### config.mk
export PLATFORM = sky130hd
export DESIGN_NAME = d6809_bus_unit_flat
export DESIGN_NICKNAME = d
export VERILOG_FILES = /design/src/rtl/d6809_bus_unit_if.sv /design/src/rtl/d6809_bus_unit.sv /design/src/flat_wrapper.sv
export SDC_FILE = /design/constraint.sdc
export NUM_CORES = 1
export LEC_CHECK = 0
export ABC_CLOCK_PERIOD_IN_PS = 3900
export BUFFER_PORTS_ARGS = -buffer_cell sky130_fd_sc_hd__buf_2
export CORE_UTILIZATION = 40
export CTS_CLUSTER_DIAMETER = 150
export DETAILED_ROUTE_END_ITERATION = 10
export MAX_ROUTING_LAYER = met4
export PLACE_DENSITY = 0.68
export SYNTH_ARGS = -nofsm -noshare
export SYNTH_HDL_FRONTEND = slang
export SYNTH_SLANG_ARGS = --single-unit
### constraint.sdc
create_clock -name clk -period 3.9 [get_ports clk]
set_input_delay 0.585 -clock clk [delete_from_list [all_inputs] [get_ports clk]]
set_output_delay 0.585 -clock clk [all_outputs]
set_load 0.005 [all_outputs]
### src/rtl/d6809_bus_unit_if.sv
// rtl/d6809_bus_unit_if.sv - control-unit strobes, external byte bus and register outputs of the d6809 bus unit
interface d6809_bus_unit_if;
    logic [3:0]  mem_read;
    logic [15:0] fetch;
    logic        pc_inc;
    logic        pc_load;
    logic [15:0] pc_din;
    logic [7:0]  DP;
    logic        bus_ack;
    logic [7:0]  bus_din;
    logic        bus_rd;
    logic [15:0] bus_addr;
    logic        stall;
    logic        bus_err;
    logic [15:0] PC;
    logic [15:0] AR;
    logic [15:0] IR;
    logic [7:0]  T;

    // Control unit / memory side: drives strobes and read data, observes the bus unit
    modport master (
        output mem_read, fetch, pc_inc, pc_load, pc_din, DP, bus_ack, bus_din,
        input  bus_rd, bus_addr, stall, bus_err, PC, AR, IR, T
    );

    // Bus unit side
    modport slave (
        input  mem_read, fetch, pc_inc, pc_load, pc_din, DP, bus_ack, bus_din,
        output bus_rd, bus_addr, stall, bus_err, PC, AR, IR, T
    );
endinterface

### src/rtl/d6809_bus_unit.sv
// rtl/d6809_bus_unit.sv - d6809 byte-fetch bus unit owning PC/AR/IR/T; optional timeout via D6809_BUS_TIMEOUT_EN
module d6809_bus_unit #(
    parameter logic [15:0] RESET_PC = 16'hFFFE,
    parameter int          TIMEOUT  = 16
) (
    input logic              clk,
    input logic              reset,
    d6809_bus_unit_if.slave  bus
);

    typedef enum logic {ST_IDLE, ST_BUS} state_t;

    localparam logic [3:0] MEMREAD_PC     = 4'd1;
    localparam logic [3:0] MEMREAD_AR     = 4'd2;
    localparam logic [3:0] MEMREAD_DP_ARL = 4'd3;

    state_t      state_q;
    logic [15:0] pc_q, ar_q, ir_q;
    logic [7:0]  t_q;
    logic [15:0] bus_addr_q;
    logic        bus_rd_q;
    logic [3:0]  fetch_q;
    logic        inc_q;

    logic        req_valid;
    logic [15:0] req_addr;
    logic        ack_hit;
    logic        to_hit;
    logic        done;
    logic [7:0]  fill_byte;
    logic        unused_fetch_hi;

    assign unused_fetch_hi = ^bus.fetch[15:4];

`ifdef D6809_BUS_TIMEOUT_EN
    localparam logic [15:0] TIMEOUT_CNT = 16'(TIMEOUT);
    logic [15:0] wait_q;
    logic        bus_err_q;
    assign bus.bus_err = bus_err_q;
`else
    assign bus.bus_err = 1'b0;
`endif

    // Request decode, address source select and transfer-completion detection
    always_comb begin
        req_valid = (state_q == ST_IDLE) &&
                    (bus.mem_read == MEMREAD_PC || bus.mem_read == MEMREAD_AR ||
                     bus.mem_read == MEMREAD_DP_ARL);
        case (bus.mem_read)
            MEMREAD_AR:     req_addr = ar_q;
            MEMREAD_DP_ARL: req_addr = {bus.DP, ar_q[7:0]};
            default:        req_addr = pc_q;
        endcase
        ack_hit = (state_q == ST_BUS) && bus.bus_ack;
`ifdef D6809_BUS_TIMEOUT_EN
        // A real ack in the limit cycle takes precedence over the timeout
        to_hit = (state_q == ST_BUS) && !bus.bus_ack && (wait_q == TIMEOUT_CNT);
`else
        to_hit = 1'b0;
`endif
        done      = ack_hit || to_hit;
        fill_byte = ack_hit ? bus.bus_din : 8'hFF;
        bus.stall = !reset && (req_valid || ((state_q == ST_BUS) && !done));
    end

    // FSM, held transfer context and the PC/AR/IR/T register file
    always_ff @(posedge clk) begin
        if (reset) begin
            state_q    <= ST_IDLE;
            pc_q       <= RESET_PC;
            ar_q       <= 16'h0000;
            ir_q       <= 16'h0000;
            t_q        <= 8'h00;
            bus_addr_q <= 16'h0000;
            bus_rd_q   <= 1'b0;
            fetch_q    <= 4'h0;
            inc_q      <= 1'b0;
`ifdef D6809_BUS_TIMEOUT_EN
            wait_q     <= 16'h0000;
            bus_err_q  <= 1'b0;
`endif
        end else begin
`ifdef D6809_BUS_TIMEOUT_EN
            bus_err_q <= to_hit;
`endif
            case (state_q)
                ST_IDLE: begin
                    if (req_valid) begin
                        bus_addr_q <= req_addr;
                        fetch_q    <= bus.fetch[3:0];
                        inc_q      <= bus.pc_inc;
                        bus_rd_q   <= 1'b1;
                        state_q    <= ST_BUS;
`ifdef D6809_BUS_TIMEOUT_EN
                        wait_q     <= 16'h0000;
`endif
                    end
                end
                ST_BUS: begin
                    if (done) begin
                        if (fetch_q[0]) ir_q       <= {8'h00, fill_byte};
                        if (fetch_q[1]) ar_q[15:8] <= fill_byte;
                        if (fetch_q[2]) ar_q[7:0]  <= fill_byte;
                        if (fetch_q[3]) t_q        <= fill_byte;
                        bus_rd_q <= 1'b0;
                        state_q  <= ST_IDLE;
                    end else begin
`ifdef D6809_BUS_TIMEOUT_EN
                        wait_q <= wait_q + 16'd1;
`endif
                    end
                end
                default: state_q <= ST_IDLE;
            endcase

            // Execute-stage load beats any increment from either path
            if (bus.pc_load)
                pc_q <= bus.pc_din;
            else if ((done && inc_q) ||
                     ((state_q == ST_IDLE) && !req_valid && bus.pc_inc))
                pc_q <= pc_q + 16'd1;
        end
    end

    assign bus.bus_rd   = bus_rd_q;
    assign bus.bus_addr = bus_addr_q;
    assign bus.PC       = pc_q;
    assign bus.AR       = ar_q;
    assign bus.IR       = ir_q;
    assign bus.T        = t_q;

endmodule
### src/flat_wrapper.sv
// flat-port wrapper written by rule: the top's interface ports become plain ports
module d6809_bus_unit_flat 
#(
    parameter logic [15:0] RESET_PC = 16'hFFFE,
    parameter int          TIMEOUT  = 16
)
  (clk, reset, bus_mem_read, bus_fetch, bus_pc_inc, bus_pc_load, bus_pc_din, bus_DP, bus_bus_ack, bus_bus_din, bus_bus_rd, bus_bus_addr, bus_stall, bus_bus_err, bus_PC, bus_AR, bus_IR, bus_T);
  d6809_bus_unit_if bus_i ();
  input logic clk;
  input logic reset;
  input wire logic [$bits(bus_i.mem_read)-1:0] bus_mem_read;
  input wire logic [$bits(bus_i.fetch)-1:0] bus_fetch;
  input wire logic [$bits(bus_i.pc_inc)-1:0] bus_pc_inc;
  input wire logic [$bits(bus_i.pc_load)-1:0] bus_pc_load;
  input wire logic [$bits(bus_i.pc_din)-1:0] bus_pc_din;
  input wire logic [$bits(bus_i.DP)-1:0] bus_DP;
  input wire logic [$bits(bus_i.bus_ack)-1:0] bus_bus_ack;
  input wire logic [$bits(bus_i.bus_din)-1:0] bus_bus_din;
  output wire logic [$bits(bus_i.bus_rd)-1:0] bus_bus_rd;
  output wire logic [$bits(bus_i.bus_addr)-1:0] bus_bus_addr;
  output wire logic [$bits(bus_i.stall)-1:0] bus_stall;
  output wire logic [$bits(bus_i.bus_err)-1:0] bus_bus_err;
  output wire logic [$bits(bus_i.PC)-1:0] bus_PC;
  output wire logic [$bits(bus_i.AR)-1:0] bus_AR;
  output wire logic [$bits(bus_i.IR)-1:0] bus_IR;
  output wire logic [$bits(bus_i.T)-1:0] bus_T;
  assign bus_i.mem_read = bus_mem_read;
  assign bus_i.fetch = bus_fetch;
  assign bus_i.pc_inc = bus_pc_inc;
  assign bus_i.pc_load = bus_pc_load;
  assign bus_i.pc_din = bus_pc_din;
  assign bus_i.DP = bus_DP;
  assign bus_i.bus_ack = bus_bus_ack;
  assign bus_i.bus_din = bus_bus_din;
  assign bus_bus_rd = bus_i.bus_rd;
  assign bus_bus_addr = bus_i.bus_addr;
  assign bus_stall = bus_i.stall;
  assign bus_bus_err = bus_i.bus_err;
  assign bus_PC = bus_i.PC;
  assign bus_AR = bus_i.AR;
  assign bus_IR = bus_i.IR;
  assign bus_T = bus_i.T;
  d6809_bus_unit #(.RESET_PC(RESET_PC), .TIMEOUT(TIMEOUT)) u_core (.clk(clk), .reset(reset), .bus(bus_i));
endmodule
==> flow_summary.ini, run 1 <==
[sta]
timing.slew.headroom_pct = 28.1
fin_skew_ns = 0.0119
finalCritPeriodShare_pct = 70.6
finalWorstPathRequiredPeriod_ns = 2.75
post-route-worst-setup-slack_ns = 1.15
timing_max_transition_violations_final = 0
setup_viol_count_final = 0
fin_tns_setup_ns = 0
timing.final.hold_violations = 0
grt_setup_unrepaired = false
achievable-frequency_ghz = 0.363
max_slew.worst_pin.slew_ns = 1.08

[place]
routabilityCongestion = 0.829
io_buffers = 110
detailedPlace.worstSlack_ns = 1.17
place.detailed.hpwl_um = 6640

[setup_path]
capturing_element_type_of_the_critical_path = output port
criticalPathCategory = input port to output port
launching_element_type_of_the_critical_path = input port
worst-path-max-fanout = 16
critical_path_required_ns = 3.31
crit_arrival_ns = 2.17

[flow_run]
timing.max_cap.violations = 0

[detailed_routing]
drt_iter0_markers = 190
drt-wirelength-per-cell_um = 15.3
final_antenna_violating_net_count = 0
firstDrtPassIters = 4
detail_route.wirelength_um = 9220
route.detailed.vias_per_inst = 5.38
drc_errors = 0
vias = 3231

[synth]
synth_top_flop_cell = dfxtp_1
async_flop_share_pct = 0
synth_seq_area_share_pct = 43.0
synth_seq_cells = 71
count_of_flip_flops_with_a_built_in_enable_after_synthesis = 0
number_of_warnings_reported_in_the_yosys_synthesis_log = 0
netlist_area_um2 = 3310
post_synth.cell_area_avg_um2 = 8.31
distinct_cell_type_count_of_the_synthesized_netlist = 50
syn_inst = 398

[worst_hold_path]
worst_hold_path_type = flip-flop to flip-flop

[finish]
seqCellArea_um2 = 1420
final_common_cell = buf_2
layout-area-overhead-vs-synth_pct = 23.3
fillerInstances = 785
most-common-layout-cells = 110 x buf_2, 73 x nand2_1, 71 x dfxtp_1, 53 x a21oi_1, 35 x nand3_1
multi_input_area_um2 = 1720
share_of_post_route_cells_with_drive_strength_above_1_pct = 29.1
finish.net_count = 552
number_of_inserted_diodes = 0

[die]
core_area_um2 = 7850
die_w_um = 92.9
fp-row-count = 32
die_outline_area_um2 = 8630
floorplan.initialDensity_pct = 42.1
pin_count = 132
die_h_um = 92.9

[grt]
grt_first_pass_wirelength_um = 15100
grt_start_max_net_pins = 48
grt_usage_pct = 22.8
antenna_found_initial = 0
met3_usage_pct = 2.63
grt_use_met2_pct = 35.4
total_grt_overflow = 0
grt_pass1_vias = 3049
met1_usage_pct = 30.7
top_usage_layer = met2

[outcome]
outcome = finished clean

[clock_network]
root_cell_of_the_clock_tree = clkbuf_8
cts_tree = done
cts_resized = 0
cts.repair_timing.setup_buffer_count = 0
clk_transition_reported_paths_ns = 0.08
worst_skew_late_latency_ns = 0.34
ctsHtreeMaxLevel = 3
cts_hold_repair.buffers = 0
max-clock-path-buffers = 2
cts.sink_count = 71
cts_inserted_buffers = 9

[power]
p_leak_uw = 0.00166
p_sw_uw = 450
switching_share_pct = 28.3
max-vdd-ir-drop_mv = 0.147
clock_power_share_pct = 38.1
seq_power_share_pct = 49.4
internal-power_uw = 1140
power_share_of_the_combinational_group_pct = 12.5
power.density_nw_per_um2 = 390
## cell usage after synthesis, types with 2 or more instances
| library cell | count | area, um2 |
|---|---|---|
| nand2b_1 | 3 | 18.8 |
| nand4_1 | 3 | 18.8 |
| and4_1 | 2 | 17.5 |
| a31oi_1 | 4 | 25.0 |
| dfxtp_1 | 71 | 1420 |
| nand3_1 | 35 | 175 |
| nor4_1 | 2 | 12.5 |
| a21oi_1 | 53 | 265 |
| o211ai_1 | 11 | 82.6 |
| nor3b_1 | 10 | 75.1 |
| buf_4 | 9 | 67.6 |
| mux2_2 | 3 | 33.8 |
| clkbuf_1 | 20 | 75.1 |
| buf_2 | 2 | 10.0 |
| nor2_1 | 15 | 56.3 |
| nand2_1 | 73 | 274 |
| a211oi_1 | 11 | 82.6 |
| inv_1 | 5 | 18.8 |
| a2111oi_2 | 2 | 30.0 |
| or3_1 | 2 | 12.5 |
| and2_1 | 3 | 18.8 |
| o31ai_1 | 2 | 15.0 |
| xnor2_1 | 3 | 26.3 |
| o21ai_0 | 2 | 10.0 |
| mux2i_1 | 18 | 180 |
| nor3_1 | 6 | 30.0 |
| xor2_1 | 2 | 17.5 |
| buf_1 | 4 | 15.0 |
## worst paths after layout
kind                                 start                        endpoint  slack [ns]  depth (start not counted)
max reg2reg      u_core.state_q$_SDFF_PP0_  u_core.bus.PC[15]$_SDFFE_PP1P_        1.73                          6
max                        bus_mem_read[0]                       bus_stall        1.15                          5
min reg2reg  u_core.bus.IR[2]$_SDFFE_PP0P_   u_core.bus.IR[2]$_SDFFE_PP0P_        0.46                          2
min          u_core.bus.IR[2]$_SDFFE_PP0P_   u_core.bus.IR[2]$_SDFFE_PP0P_        0.46                          2
## power by group through the flow
| stage | logic [uW] | clock network, uW | registers (uW) |
|---|---|---|---|
| after floorplan | 127 | 0 | 792 |
| after global placement | 192 | 0 | 801 |
| after detailed placement | 196 | 0 | 802 |
| after CTS | 197 | 614 | 786 |
| after global routing | 221 | 649 | 790 |
| final | 198 | 607 | 786 |
## routing by layer
| metal | part of all wire [%] | routed length (um) | vias up |
|---|---|---|---|
| met5 | 0 | 0 | - |
| met4 | 1.6 | 146 | 0 |
| met3 | 5.2 | 477 | 15 |
| met2 | 47 | 4290 | 107 |
| met1 | 47 | 4310 | 1514 |
| li1 | - | - | 1595 |
## through the flow
step | utilization (%) | area [um2] | hold WS [ns] | total power (uW) | instances
floorplan | - | 3340 | 0.445 | 918 | 406
global placement | 49.3 | 3870 | 0.442 | 994 | 585
detailed placement | 49.3 | 3870 | 0.446 | 999 | 585
CTS | 51.9 | 4080 | 0.459 | 1600 | 601
global route | 51.9 | 4080 | 0.471 | 1660 | 601
finish | 51.9 | 4080 | 0.456 | 1590 | 601
## critical path, cell delays in order
cell     delay, ns
buf_2         0.28
nor2_4        0.10
or4_2         0.77
a21oi_1       0.27
buf_2         0.16
## cells by family after synthesis
kind of cell             after synthesis  synth area share [%]
multiplexers                          21                  6.47
other                                  1                 0.113
adder cells (fa/ha/maj)                1                 0.378
AND/OR/NAND/NOR                      165                  24.4
buffers and inverters                 42                  6.13
AO/OA/AOI/OAI                         92                  18.2
flip-flops                            71                  43.0
XOR/XNOR                               5                  1.32
## state kept, by name, summed over array words and instances (netlist names)
name                 flops
u_core.bus.T             8
u_core.state_q           1
u_core.bus.PC           16
u_core.fetch_q           4
u_core.bus.bus_rd        1
u_core.bus.bus_addr     16
u_core.bus.IR            8
u_core.bus.AR           16
u_core.inc_q             1
## cell type report
type / count / share of cell area (%)
tap: 102 / 3.13
timing repair buffer: 114 / 14.2
clock buffer: 9 / 3.04
inverter: 5 / 0.460
multi-input combinational: 293 / 42.3
clock inverter: 7 / 1.96
sequential: 71 / 34.9
No activity file was read; power rests on OpenSTA's default activity.
==> inputs of run 2 (changes only) <==
--- a/config.mk
+++ b/config.mk
@@ -5,13 +5,14 @@
 export SDC_FILE = /design/constraint.sdc
 export NUM_CORES = 1
 export LEC_CHECK = 0
-export ABC_CLOCK_PERIOD_IN_PS = 3900
+export ABC_AREA = 1
+export ABC_CLOCK_PERIOD_IN_PS = 2290
 export BUFFER_PORTS_ARGS = -buffer_cell sky130_fd_sc_hd__buf_2
 export CORE_UTILIZATION = 40
 export CTS_CLUSTER_DIAMETER = 150
 export DETAILED_ROUTE_END_ITERATION = 10
 export MAX_ROUTING_LAYER = met4
-export PLACE_DENSITY = 0.68
+export PLACE_DENSITY = 0.7
 export SYNTH_ARGS = -nofsm -noshare
 export SYNTH_HDL_FRONTEND = slang
 export SYNTH_SLANG_ARGS = --single-unit
==> constraint.sdc (replaced) <==
create_clock -name clk -period 2.29 [get_ports clk]
set_input_delay 0.3435 -clock clk [delete_from_list [all_inputs] [get_ports clk]]
set_output_delay 0.3435 -clock clk [all_outputs]
set_load 0.005 [all_outputs]
==> run 2 against run 1 <==
  * Cell area is 6.7% higher
  * Largest power group unchanged
  * Via count is 13% higher
  * Non-clock buffer count is 2 higher
  * Routed wire length is 5.3% higher
  * Sequential power is 74% higher
  * Clock power is 100% higher
  * Flip-flop and latch count stayed put
  * Area after synthesis is 7.0% higher
  * Critical endpoint unchanged
  * Sequential share of layout area is 2.2 points lower
  * Global-route usage is 0.78 points lower
==> flow_summary.ini, run 2 <==
[sta]
timing_max_transition_violations_final = 0
fin_skew_ns = 0.00803
timing.final.hold_violations = 0
fin_tns_setup_ns = 0
setup_viol_count_final = 0
grt_setup_unrepaired = false
achievable-frequency_ghz = 0.623
finalWorstPathRequiredPeriod_ns = 1.61
finalCritPeriodShare_pct = 70.1

[detailed_routing]
drc_errors = 0
firstDrtPassIters = 5
drt_iter0_markers = 166
drt-wirelength-per-cell_um = 13.4
vias = 3636
final_antenna_violating_net_count = 0
detail_route.wirelength_um = 9710
route.detailed.vias_per_inst = 5.01

[place]
placed_area_um2 = 4100
io_buffers = 110
routabilityCongestion = 0.874
place.detailed.hpwl_um = 7140

[setup_path]
worstReg2RegEnd = u_core.bus.PC[14]$_SDFFE_PP1P_
critical-path-top-delay-family = simple AND/OR/NAND/NOR gates
rr_worst_depth = 8
capturing_element_type_of_the_critical_path = output port
timing.critical_path.buf_inv = 1
slowest_delay_ns = 0.37
crit_path_cell_trace = nand2_2, nand2_1, nor2_1, buf_2
critPathSlowestCell = dfxtp_1
worstReg2RegStart = u_core.bus.PC[0]$_SDFFE_PP0P_
criticalPathCategory = flip-flop to output port
cp.depth = 4
critical_path_required_ns = 1.95
setup.worst_path.end = bus_stall
worst-path-max-fanout = 3
launching_element_type_of_the_critical_path = flip-flop
timing.critical_path.from = u_core.state_q$_SDFF_PP0_
crit_arrival_ns = 1.26
timing.reg2reg.setup_slack_ns = 0.74

[synth]
synth_seq_cells = 71
post_synth.cell_area_avg_um2 = 6.91
distinct_cell_type_count_of_the_synthesized_netlist = 32
post-synth-top-area-cell = dfxtp_1
fraction_of_synthesized_cell_area_taken_by_the_top_area_cell_type_pct = 40.2
number_of_warnings_reported_in_the_yosys_synthesis_log = 0
yosys-top-cells-area = dfxtp_1 40%, nand2_1 13%, nand3_1 8.5%
async_flop_share_pct = 0
synth_top_flop_cell = dfxtp_1
count_of_flip_flops_with_a_built_in_enable_after_synthesis = 0
netlist_top_cells_count = 125 x nand2_1, 71 x dfxtp_1, 60 x nand3_1, 58 x a21oi_1, 44 x inv_1
netlist_area_um2 = 3540
yosys.cell_count.top_type = nand2_1
synth_seq_area_share_pct = 40.2
syn_inst = 512

[clock_network]
max-clock-path-buffers = 2
cts_resized = 0
cts.repair_timing.setup_buffer_count = 0
cts_tree = done
worst_skew_late_latency_ns = 0.34
cts_hold_repair.buffers = 0
root_cell_of_the_clock_tree = clkbuf_8
cts.sink_count = 71
cts_inserted_buffers = 9
clk_transition_reported_paths_ns = 0.08
ctsHtreeMaxLevel = 3

[power]
p_leak_uw = 0.00209
max-vdd-ir-drop_mv = 0.370
power.density_nw_per_um2 = 699

[finish]
most-common-layout-cells = 125 x nand2_1, 110 x buf_2, 71 x dfxtp_1, 60 x nand3_1, 58 x a21oi_1
layout-area-overhead-vs-synth_pct = 22.9
finalInstanceArea_um2 = 4350
finish.net_count = 673
share_of_post_route_cells_with_drive_strength_above_1_pct = 26.5
final_common_cell = nand2_1

[grt]
antenna_found_initial = 1
grt_start_max_net_pins = 40
grt_first_pass_wirelength_um = 15300
grt_usage_pct = 22.1
total_grt_overflow = 0
grt_pass1_vias = 3273

[worst_hold_path]
worst_hold_path_type = input port to flip-flop
hp-start = bus_fetch[0]
holdPathStages = 3

[die]
die_h_um = 96.1
fp-row-count = 33
floorplan.initialDensity_pct = 42.2
die_outline_area_um2 = 9230
pin_count = 132
die_w_um = 96.1
core_area_um2 = 8380

[outcome]
outcome = finished clean

[flow_run]
timing.max_cap.violations = 0
==> run 2: cell types whose count changed in the layout (fill, tap and decap cells not counted), moves of 7 or more <==
cell,before,now
nand3_1,35,60
mux2i_1,18,0
nor3b_1,10,0
o21ai_0,2,32
a211oi_1,11,0
nor2_1,15,30
inv_1,5,44
inv_2,0,7
nand2_1,73,125
a21oi_2,0,7
==> run 2: worst min-delay path by stage <==
stage,to,slack (ns)
2_1_floorplan,u_core.bus.bus_rd$_SDFFE_PP0P_,0.45
3_3_place_gp,u_core.bus.IR[4]$_SDFFE_PP0P_,0.45
3_5_place_dp,u_core.bus.T[7]$_SDFFE_PP0P_,0.45
4_1_cts,u_core.fetch_q[0]$_SDFFE_PP0P_,0.22
5_1_grt,u_core.fetch_q[0]$_SDFFE_PP0P_,0.25
6_report,u_core.fetch_q[0]$_SDFFE_PP0P_,0.23
==> run 2: cell families (layout without fill, tap and decap cells) <==
group	after synthesis	count (layout)	synth area share, %
DFF	71	71	40.2
xor gates and xnor gates	2	2	0.495
buffers and inverters	87	187	11.3
other	1	10	0.106
and+or+nand+nor	235	235	29.5
AOI/OAI and AO/OA	115	115	18.1
adders and majority gates	1	1	0.354
==> run 2: area by class of cell <==
class | count | area (um2)
multi-input combinational | 362 | 1750
antenna | 1 | 2.50
clock inverter | 7 | 120
tap | 105 | 131
inverter | 55 | 209
sequential | 71 | 1420
timing repair buffer | 116 | 596
fill | 856 | 4030
clock buffer | 9 | 124
==> run 2: layer usage <==
metal	part of all wire, %	wire length [um]	track usage, %	vias up
met4	0.96	93	5.97	0
met1	44	4310	27.4	1644
met5	0	0	-	-
met3	7.6	736	4.82	9
met2	47	4560	36.2	120
li1	-	-	-	1863
==> run 2: power breakdown <==
part           internal, uW  switching, uW  total (uW)
logic                   175            281         457
clock network           727            491        1220
registers              1290           74.7        1370
total                  2190            847        3040
==> run 2: worst reg2reg max path, stage by stage, from the launching register on <==
cell and delay, ns:
dfxtp_1 0.47, ha_1 0.25, nand3_1 0.15, nor2_4 0.22
nand3_1 0.10, nand2_1 0.07, nand3_1 0.06, nand2_1 0.07
nand2_1 0.04
==> run 2: stage by stage <==
| step | hold slack, ns | util [%] | total power [uW] | instances | setup WS (ns) |
|---|---|---|---|---|---|
| floorplan | 0.446 | - | 1690 | 520 | 0.951 |
| global placement | 0.447 | 49.0 | 1840 | 709 | 0.667 |
| detailed placement | 0.453 | 49.0 | 1850 | 709 | 0.646 |
| CTS | 0.215 | 51.9 | 3060 | 725 | 0.682 |
| global route | 0.253 | 51.9 | 3190 | 726 | 0.618 |
| finish | 0.230 | 51.9 | 3040 | 726 | 0.685 |
==> inputs of run 3 (changes only) <==
--- a/config.mk
+++ b/config.mk
@@ -6,13 +6,13 @@
 export NUM_CORES = 1
 export LEC_CHECK = 0
 export ABC_AREA = 1
-export ABC_CLOCK_PERIOD_IN_PS = 2290
+export ABC_CLOCK_PERIOD_IN_PS = 1500
 export BUFFER_PORTS_ARGS = -buffer_cell sky130_fd_sc_hd__buf_2
 export CORE_UTILIZATION = 40
 export CTS_CLUSTER_DIAMETER = 150
 export DETAILED_ROUTE_END_ITERATION = 10
 export MAX_ROUTING_LAYER = met4
-export PLACE_DENSITY = 0.7
+export PLACE_DENSITY = 0.67
 export SYNTH_ARGS = -nofsm -noshare
 export SYNTH_HDL_FRONTEND = slang
 export SYNTH_SLANG_ARGS = --single-unit
==> constraint.sdc (replaced) <==
create_clock -name clk -period 1.5 [get_ports clk]
set_input_delay 0.225 -clock clk [delete_from_list [all_inputs] [get_ports clk]]
set_output_delay 0.225 -clock clk [all_outputs]
set_load 0.005 [all_outputs]
==> run 3 against run 2 <==
  * Register-to-register slack worse by 0.61 ns
  * Setup slack worse by 0.62 ns
  * Flip-flop and latch count stayed put
  * Critical endpoint unchanged
  * Total power is 45% higher
  * Non-clock buffer count is 16 higher
  * Global-route usage is 0.76 points higher
  * Utilization is 1.2 points higher
  * Critical path depth stayed put
  * Clock-buffer cell count is 3 higher
  * Sequential power is 51% higher
==> flow_summary.ini, run 3 (same netlist as run 2, synthesis figures left out) <==
[grt]
grt_pass1_vias = 3187
total_grt_overflow = 0
grt_first_pass_wirelength_um = 15200
grt_usage_pct = 22.8
antenna_found_initial = 1
grt_start_max_net_pins = 31

[power]
switching_share_pct = 29.0
p_leak_uw = 0.00216
seq_power_share_pct = 46.9
p_sw_uw = 1280
clock_power_share_pct = 35.4
internal-power_uw = 3130
power.density_nw_per_um2 = 991
power_share_of_the_combinational_group_pct = 17.6
max-vdd-ir-drop_mv = 0.628

[worst_hold_path]
worst_hold_path_type = input port to flip-flop
holdPathStages = 3
hp-start = bus_fetch[3]
holdPathEnd = u_core.fetch_q[3]$_SDFFE_PP0P_

[clock_network]
ctsHtreeMaxLevel = 3
cts_hold_repair.buffers = 0
worst_skew_late_latency_ns = 0.35
root_cell_of_the_clock_tree = clkbuf_8
clk_transition_reported_paths_ns = 0.07
cts_inserted_buffers = 9
max-clock-path-buffers = 2
cts_tree = done
cts.sink_count = 71

[detailed_routing]
vias = 3701
route.detailed.vias_per_inst = 4.99
final_antenna_violating_net_count = 0
drt_iter0_markers = 167
firstDrtPassIters = 5
drt-wirelength-per-cell_um = 13.6
drc_errors = 0
detail_route.wirelength_um = 10100

[finish]
final_common_cell = nand2_1
layout-area-overhead-vs-synth_pct = 25.8
most-common-layout-cells = 125 x nand2_1, 110 x buf_2, 70 x dfxtp_1, 59 x nand3_1, 58 x a21oi_1
share_of_post_route_cells_with_drive_strength_above_1_pct = 28.6
finish.net_count = 690
fin_util_pct = 53.1

[setup_path]
worstReg2RegEnd = u_core.bus.PC[15]$_SDFFE_PP1P_
crit_arrival_ns = 1.21
rr_worst_depth = 7
capturing_element_type_of_the_critical_path = output port
timing.critical_path.buf_inv = 1
timing.critical_path.from = u_core.state_q$_SDFF_PP0_
critical_path_required_ns = 1.27
worst-path-max-fanout = 3
timing.reg2reg.setup_slack_ns = 0.13
criticalPathCategory = flip-flop to output port
critPathSlowestCell = dfxtp_2
critical-path-top-delay-family = simple AND/OR/NAND/NOR gates
slowest_delay_ns = 0.35
crit_path_cell_trace = nand2_2, nand2_1, nor2_1, buf_2
worstReg2RegStart = u_core.bus.PC[7]$_SDFFE_PP1P_
launching_element_type_of_the_critical_path = flip-flop

[outcome]
outcome = finished clean

[die]
die_w_um = 96.1
die_outline_area_um2 = 9230
pin_count = 132
floorplan.initialDensity_pct = 42.2
fp-row-count = 33
die_h_um = 96.1
core_area_um2 = 8380

[sta]
achievable-frequency_ghz = 0.698
timing_max_transition_violations_final = 0
timing.final.hold_violations = 0
finalCritPeriodShare_pct = 95.6
fin_tns_setup_ns = 0
fin_skew_ns = 0.00870
finalWorstPathRequiredPeriod_ns = 1.43
grt_setup_unrepaired = false
setup_viol_count_final = 0

[place]
routabilityCongestion = 0.877
place.detailed.hpwl_um = 7410
io_buffers = 110

[flow_run]
timing.max_cap.violations = 0
-- run 3: cell types whose count changed in the layout (fill, tap and decap cells not counted), sizes merged --
cell	change
buf	+16
bufinv	-2
clkbuf	+3
clkinv	-1
inv	-1
nor2	+1
-- run 3: worst register-to-register path, stage by stage (launching register included) --
cell and delay (ns):
dfxtp_1 0.51, nand2_1 0.17, nor2_1 0.19, nand2_1 0.09, o21ai_1 0.13, nand3_1 0.08, nand2_1 0.06, nand2_1 0.04
-- run 3: final cells by class --
cell class                 count  area (um2)
timing repair buffer         132         728
clock inverter                 3        42.5
sequential                    71        1420
multi-input combinational    363        1760
antenna                        1        2.50
inverter                      55         209
fill                         856        3930
clock buffer                  12         155
tap                          105         131
-- run 3: repair_timing --
action                                  4_1_cts  5_1_grt
resized for setup                             0        3
endpoints found under the setup margin        0        7
setup buffers                                 0        1
hold endpoints to repair                      0        0
-- run 3: power by group through the flow --
stage                     registers (uW)  logic (uW)  clock network [uW]
final                               2070         778                1560
after detailed placement            2110         764                   0
after CTS                           2070         767                1590
after floorplan                     2100         476                   0
after global routing                2080         876                1670
after global placement              2110         750                   0
-- run 3: worst max-delay path by stage --
stage / to / slack (ns) / cells past startpoint
after detailed placement: u_core.bus.bus_addr[12]$_SDFFE_PP0P_ / 0.14 / 8
final: bus_stall / 0.07 / 4
after CTS: bus_stall / 0.03 / 4
after global routing: u_core.bus.PC[13]$_SDFFE_PP1P_ / 0.007 / 7
after global placement: u_core.bus.PC[13]$_SDFFE_PP1P_ / 0.17 / 9
after floorplan: u_core.bus.PC[12]$_SDFFE_PP1P_ / 0.16 / 8
-- run 3: layer usage --
metal  vias up  track usage [%]  routed length (um)
met3        18             7.19                 685
met2       125             35.7                4780
met5         -                -                   0
met4         0             8.46                 195
met1      1667             27.5                4420
li1       1891                -                   -
-- run 3: through the flow --
step                      worst slack [ns]  total power, uW  hold WS (ns)  cells  cell area, um2
after floorplan                      0.161             2580         0.360    520            3570
after global placement               0.169             2860         0.448    724            4230
after detailed placement             0.136             2870         0.453    724            4230
after CTS                           0.0288             4430        0.0865    739            4430
after global routing               0.00673             4630         0.115    742            4450
final                               0.0663             4410         0.101    742            4450
